[src/rtl/shift_pkg.sv]
// Shared encodings for the universal shift register: idle-mode opcodes,
// burst controller states and burst direction values.
package shift_pkg;

  typedef enum logic [2:0] {
    MODE_HOLD = 3'b000,
    MODE_SHL  = 3'b001,
    MODE_SHR  = 3'b010,
    MODE_ROL  = 3'b011,
    MODE_ROR  = 3'b100,
    MODE_LOAD = 3'b101,
    MODE_CLR  = 3'b110,
    MODE_RSVD = 3'b111
  } mode_t;

  typedef enum logic [1:0] {
    IDLE  = 2'd0,
    BURST = 2'd1,
    DONE  = 2'd2
  } state_t;

  localparam logic DIR_LEFT  = 1'b0;
  localparam logic DIR_RIGHT = 1'b1;

endpackage

[src/rtl/shift_burst_ctrl.sv]
// Burst sequencer: captures a clamped shift count and direction on start,
// then issues one shift-enable per cycle until the count is exhausted.
module shift_burst_ctrl
  import shift_pkg::*;
#(
  parameter int WIDTH = 8,
  parameter int LW    = $clog2(WIDTH + 1)
) (
  input  logic          clk,
  input  logic          rst,
  input  logic          start,
  input  logic          dir,
  input  logic [LW-1:0] len,
  output logic          idle,
  output logic          shift_en,
  output logic          shift_dir,
  output logic          busy,
  output logic          done
);

  localparam logic [LW-1:0] MAX_LEN = LW'(WIDTH);
  localparam logic [LW-1:0] CNT_ONE = LW'(1);

  state_t        state_reg, state_next;
  logic [LW-1:0] cnt_reg, cnt_next;
  logic          dir_reg, dir_next;
  logic [LW-1:0] len_clamped;

  // Requests longer than the register collapse to one full-width pass.
  assign len_clamped = (len > MAX_LEN) ? MAX_LEN : len;

  always_ff @(posedge clk or posedge rst) begin
    if (rst) begin
      state_reg <= IDLE;
      cnt_reg   <= '0;
      dir_reg   <= DIR_LEFT;
    end else begin
      state_reg <= state_next;
      cnt_reg   <= cnt_next;
      dir_reg   <= dir_next;
    end
  end

  always_comb begin
    state_next = state_reg;
    cnt_next   = cnt_reg;
    dir_next   = dir_reg;
    shift_en   = 1'b0;
    case (state_reg)
      IDLE: begin
        if (start) begin
          dir_next   = dir;
          cnt_next   = len_clamped;
          state_next = (len_clamped == '0) ? DONE : BURST;
        end
      end
      BURST: begin
        shift_en = 1'b1;
        cnt_next = cnt_reg - CNT_ONE;
        if (cnt_reg == CNT_ONE) begin
          state_next = DONE;
        end
      end
      DONE: begin
        state_next = IDLE;
      end
      default: begin
        state_next = IDLE;
        cnt_next   = '0;
      end
    endcase
  end

  assign idle      = (state_reg == IDLE);
  assign busy      = (state_reg == BURST);
  assign done      = (state_reg == DONE);
  assign shift_dir = dir_reg;

endmodule

[src/rtl/univ_shift_reg.sv]
// Universal shift register: per-cycle mode operations while idle, plus
// counted shift bursts sequenced by shift_burst_ctrl.
module univ_shift_reg
  import shift_pkg::*;
#(
  parameter int WIDTH = 8,
  parameter int LW    = $clog2(WIDTH + 1)
) (
  input  logic             clk,
  input  logic             rst,
  input  logic [2:0]       mode,
  input  logic             si_r,
  input  logic             si_l,
  input  logic [WIDTH-1:0] pin,
  input  logic             start,
  input  logic             dir,
  input  logic [LW-1:0]    len,
  output logic [WIDTH-1:0] q,
  output logic             so_msb,
  output logic             so_lsb,
  output logic             busy,
  output logic             done
);

  logic [WIDTH-1:0] q_reg, q_next;
  logic [WIDTH-1:0] shl_v, shr_v, rol_v, ror_v;
  logic             idle;
  logic             shift_en;
  logic             shift_dir;
  logic             mode_en;

  shift_burst_ctrl #(
    .WIDTH (WIDTH),
    .LW    (LW)
  ) u_ctrl (
    .clk       (clk),
    .rst       (rst),
    .start     (start),
    .dir       (dir),
    .len       (len),
    .idle      (idle),
    .shift_en  (shift_en),
    .shift_dir (shift_dir),
    .busy      (busy),
    .done      (done)
  );

  // A start request owns the idle cycle, so mode is only honoured without it.
  assign mode_en = idle & ~start;

  genvar gi;
  generate
    for (gi = 0; gi < WIDTH; gi++) begin : g_nbr
      if (gi == 0) begin : g_lsb
        assign shl_v[gi] = si_r;
        assign rol_v[gi] = q_reg[WIDTH-1];
      end else begin : g_lo
        assign shl_v[gi] = q_reg[gi-1];
        assign rol_v[gi] = q_reg[gi-1];
      end
      if (gi == WIDTH - 1) begin : g_msb
        assign shr_v[gi] = si_l;
        assign ror_v[gi] = q_reg[0];
      end else begin : g_hi
        assign shr_v[gi] = q_reg[gi+1];
        assign ror_v[gi] = q_reg[gi+1];
      end
    end
  endgenerate

  always_comb begin
    q_next = q_reg;
    if (shift_en) begin
      q_next = (shift_dir == DIR_RIGHT) ? shr_v : shl_v;
    end else if (mode_en) begin
      case (mode)
        MODE_HOLD: q_next = q_reg;
        MODE_SHL:  q_next = shl_v;
        MODE_SHR:  q_next = shr_v;
        MODE_ROL:  q_next = rol_v;
        MODE_ROR:  q_next = ror_v;
        MODE_LOAD: q_next = pin;
        MODE_CLR:  q_next = '0;
        default:   q_next = q_reg;
      endcase
    end
  end

  always_ff @(posedge clk or posedge rst) begin
    if (rst) begin
      q_reg <= '0;
    end else begin
      q_reg <= q_next;
    end
  end

  assign q      = q_reg;
  assign so_msb = q_reg[WIDTH-1];
  assign so_lsb = q_reg[0];

endmodule
[config.mk]
export PLATFORM = sky130hd
export DESIGN_NAME = univ_shift_reg
export DESIGN_NICKNAME = d
export VERILOG_FILES = /design/src/rtl/shift_pkg.sv /design/src/rtl/shift_burst_ctrl.sv /design/src/rtl/univ_shift_reg.sv
export SDC_FILE = /design/constraint.sdc
export NUM_CORES = 1
export LEC_CHECK = 0
export ABC_AREA = 1
export BUFFER_PORTS_ARGS = -buffer_cell sky130_fd_sc_hd__clkbuf_2
export CORE_AREA = 2 2 45 63
export DETAILED_ROUTE_END_ITERATION = 12
export DIE_AREA = 0 0 47 65
export PLACE_DENSITY = 0.84
export SYNTH_ARGS = -nofsm -noshare
export SYNTH_HDL_FRONTEND = slang
export SYNTH_SLANG_ARGS = --single-unit
[constraint.sdc]
create_clock -name clk -period 1.5 [get_ports clk]
set_clock_uncertainty 0.1 [all_clocks]
set_input_delay 0.3 -clock clk [delete_from_list [all_inputs] [get_ports clk]]
set_output_delay 0.3 -clock clk [all_outputs]
set_load 0.05 [all_outputs]
---- Yosys cells after proc, flatten, opt, wreduce, memory -nomap -nowiden ----
Index checks and enable logic that the tools add are counted.
word-level totals
  input bits .............................. 21
  output and inout bits ................... 12
  register bits after elaboration ......... 15
  logic and storage cells ................. 40
cells by class
  mux-type cells .......................... 12
  reduce and logical (&&, ||, !) cells .... 8
  bitwise gates (word level) .............. 3
  add/sub/neg operators ................... 1
  eq/ne operators ......................... 11
  magnitude comparators ................... 1
operators with widths
  kind                   count
  $pmux W8 S6            1
  $mux W8                3
  $pmux W4 S3            1
  $eq A3 B3 Y1 const B   3
  $mux W4                2
  $reduce_and A2 Y1      4
  $reduce_bool A7 Y1     1
  $eq A3 B2 Y1 const B   2
  $mux W2                3
  $eq A4 B1 Y1 const B   1
  $gt A4 B4 Y1 const B   1
  $logic_not A4 Y1       1
  $pmux W2 S2            1
  $sub A4 B1 Y4 const B  1
  $eq A3 B1 Y1 const B   1
  $eq A2 B1 Y1 const B   1
  $eq A2 B2 Y1 const B   1
  $logic_not A2 Y1       1
  $ne A2 B1 Y1 const B   1
  $ne A2 B2 Y1 const B   1
  $not A1 Y1             2
  $reduce_bool A2 Y1     1
  $and A1 B1 Y1          1
  $mux W1                1

---- Longest topological paths before layout ----
  depth after elaboration ................. 6
  mapped depth ............................ 9
  mapped depth without buffers ............ 8

---- Hierarchy ----
From an unflattened synthesis, not the netlist that was laid out.
unflattened totals
  cell total of the unflattened synthesis .. 188
  area, all modules ....................... 1168.6 sq um
modules (own cells, without submodules)
  module            cells an instance  times used  area an instance (sq um)  seq. area each (sq um)
  univ_shift_reg    127                1           733.2                     200.2
  shift_burst_ctrl  61                 1           435.4                     175.2

---- Least setup slack after synthesis ----
No wires, ideal clock.
  path kind ............................... reg2reg
  start point ............................. reg u_ctrl.state_reg[1]
  end point ............................... reg u_ctrl.cnt_reg[3]
  path slack .............................. -0.261 ns
  required time ........................... 1.265 ns
  clock period less this slack ............ 1.761 ns
  data arrival time ....................... 1.526 ns
  stages on the path, launching flop included .. 6
  library setup time ...................... 0.135 ns
  path through ............................ dfrtp_1 inv_2 nor2_1 nor2_2 nor2_1 a31oi_1
between the ends
  longest elaborated chain between the ends .. 3
RTL lines
  what                                                                 line                    RTL
  start, declared                                                      shift_burst_ctrl.sv:24  state_t state_reg, state_next;
  start signal, assigned                                               shift_burst_ctrl.sv:38  state_reg <= state_next;
  $eq A2 B2 Y1 (*)                                                     n/a
  via done                                                             univ_shift_reg.sv:22    output logic done
  parallel branches: the longest is 2 deep, another holds $pmux W4 S3  n/a
  end signal, assigned                                                 shift_burst_ctrl.sv:39  cnt_reg <= cnt_next;
  end, declared                                                        shift_burst_ctrl.sv:25  logic [LW-1:0] cnt_reg, cnt_next;
Mark *: on every way through the listed nets, which the timed path passes.
A chain may end at the register's enable or synchronous reset.

---- Worst setup path after layout ----
  start point ............................. reg u_ctrl.state_reg[1]
  end point ............................... out busy
between the ends
  longest elaborated chain between the ends .. 1
RTL lines
  what           line                    RTL
  $eq A2 B1 Y1   shift_burst_ctrl.sv:75  assign busy = (state_reg == BURST);
  end, declared  univ_shift_reg.sv:21    output logic busy,
No other way between the ends.

==> impl_metrics.env <==
export IMPL_drc=0
export IMPL_rsz0062_at_grt="yes"
export IMPL_hold_violations=0
export IMPL_place_area_um2=1420
export IMPL_crit_chain="inv_2 > nand2_2 > inv_2 > buf_8"
export IMPL_largest_register_ffs=8
export IMPL_worst_slack_ns=-0.0133
export IMPL_grt_pass1_wl_um=4850
export IMPL_clk_latency_ns=0.29
export IMPL_wl_per_cell_um=11.4
export IMPL_postSynthCellCount=189
export IMPL_start_kind="flip-flop"
export IMPL_layout_common_cells="nand2_1, a21oi_1, clkbuf_2"
export IMPL_htree_levels=1
export IMPL_crit_path_end_kind="output port"
export IMPL_cpMostUsedCell="inv_2"
export IMPL_crit_family="flip-flops"
export IMPL_cpMaxStageDelayCell="dfrtp_1"
export IMPL_dp_hpwl_um=2240
export IMPL_layout_commonest_cell="nand2_1"
export IMPL_drt_iter0_markers=21
export IMPL_first_global_vias=1173
export IMPL_final_util=0.600
export IMPL_cp_buffers_inverters=3
export IMPL_fp_dieArea_um2=3060
export IMPL_port_buffers=32
export IMPL_drt_total_wl_um=2990
export IMPL_worstPathMaxFanout=2
export IMPL_hold_path_class="input port to flip-flop"
export IMPL_grt_start_max_net_pins=29
export IMPL_ir_worst_vdd_mv=1.36
export IMPL_setup_viol=1
export IMPL_failed_checks="negative setup slack"
export IMPL_cts_root_buf="clkbuf_4"
export IMPL_grt_overflow_total=0
export IMPL_clock_sinks=15
export IMPL_clock_fmax_mhz=661
export IMPL_start_util=0.489
export IMPL_leakage_nw=0.784
export IMPL_cpPeakStageDelay_ns=0.40
export IMPL_worstSetupPathType="flip-flop to output port"
export IMPL_drv_slew=0
export IMPL_drive_gt1_frac=0.257
export IMPL_synth_area_per_cell_um2=6.55
export IMPL_seq_area_frac_synth=0.303
export IMPL_synthDistinctLibCells=24
export IMPL_cap_violations=0
export IMPL_syn_nets=212
export IMPL_final_area_um2=1520
export IMPL_ant_nets=0
export IMPL_grt_usage=0.214
export IMPL_total_power_mw=3.48
export IMPL_clkTransAtPathRegs_ns=0.08
export IMPL_syn_area_um2=1240
export IMPL_cts_tree="built"
export IMPL_dr_pass1_iters=5
export IMPL_relSlewSlack=0.791
export IMPL_yosys_warnings=0
export IMPL_numCtsBuffers=3
export IMPL_detail_route_vias_per_cell=5.21
export IMPL_setup_tns_final_ns=-0.0133
export IMPL_num_fill_cells=272
export IMPL_antenna_found_initial=0
export IMPL_tightest_slew_ns=0.313
export IMPL_hold_ws_ns=0.151
export IMPL_arrival_ns=1.11
export IMPL_powerDensity_nw_per_um2=2290
export IMPL_num_antenna_cells=0
export IMPL_core_um2=2530
export IMPL_chipWidth_um=47
export IMPL_io_pins=33
export IMPL_gp_congestion=0.752
export IMPL_die_h_um=65
export IMPL_fin_crit_sh=1.01
export IMPL_crit_required_ns=1.10
export IMPL_status="finished with violations"
export IMPL_synth_seq_cells=15
export IMPL_vias=1366
export IMPL_period_minus_slack_ns=1.51
export IMPL_ctsLongestPathBuffers=2
export IMPL_final_nets=250
export IMPL_std_cell_rows=22
export IMPL_area_delta_synth_final_pct=22.7
==> cell families after synthesis <==
family / synth area share
AND/OR/NAND/NOR: 0.390
adder cells (fa/ha/maj): 0.0202
buffers and inverters: 0.117
flip-flops: 0.303
AO/OA/AOI/OAI: 0.170
==> area by class of cell <==
type	count	area, µm²	area share
Timing Repair Buffer	42	275	0.181
Sequential cell	15	377	0.248
Tap cell	36	45.0	0.0296
Clock buffer	4	26.3	0.0173
Multi-Input combinational cell	146	726	0.477
Inverter	19	71.3	0.0469
==> what timing repair did <==
item,in CTS,in global routing
hold buffers,1,0
resized for setup,7,7
buffers inserted,2,2
pin swaps,1,1
setup endpoints to repair,3,15
hold endpoints to repair,15,0
==> metrics by stage <==
step	cells	worst slack, ns
2_1_floorplan	189	0.0201
3_3_place_gp	253	0.146
3_5_place_dp	253	0.120
4_1_cts	260	0.00248
5_1_grt	262	-0.0677
6_report	262	-0.0133
==> synth_stat cells, drive strengths merged <==
cell type	n	area (µm²)
a21oi	27	139
a31oi	1	6.26
buf	9	73.8
clkinv	1	3.75
dfrtp	15	375
ha	2	25.0
inv	18	67.6
nand2	60	248
nand3	14	70.1
nand3b	1	7.51
nand4	12	75.1
nor2	17	66.3
nor3	1	16.3
o21ai	9	52.6
o22ai	2	12.5
==> power by group <==
part           internal (mW)  total [mW]  switching (mW)
Sequential             0.616       0.896           0.280
Combinational          0.809        2.36            1.55
Clock                  0.104       0.229           0.126
==> worst paths after layout <==
check                           slack [ns]           startpoint                  end  depth (start not counted)
worst max register to register        0.01  u_ctrl.state_reg[0]    u_ctrl.cnt_reg[3]                          6
max in group asynchronous             0.68                  rst  u_ctrl.state_reg[0]                          4
worst min register to register        0.52  u_ctrl.state_reg[0]  u_ctrl.state_reg[1]                          2
min in group asynchronous             0.43                  rst                 q[5]                          4
worst min-delay path                  0.15                  dir     u_ctrl.shift_dir                          3
worst max-delay path                 -0.01  u_ctrl.state_reg[1]                 busy                          4
==> layer usage <==
layer  track usage  routed length, µm  vias to the layer above
li1              -                  -                      703
met1         0.239               1220                      613
met2         0.378               1580                       41
met3        0.0251                136                        9
met4         0.101                 65                        0
met5             0                  0                        -
==> worst reg2reg max path: cells and delay by family (launching register included) <==
| kind | cells | cell delay [ns] |
|---|---|---|
| simple gates | 3 | 0.42 |
| compound gates | 1 | 0.05 |
| flops | 1 | 0.47 |
| buf+inv | 2 | 0.32 |
No activity file was read; power rests on OpenSTA's default activity.
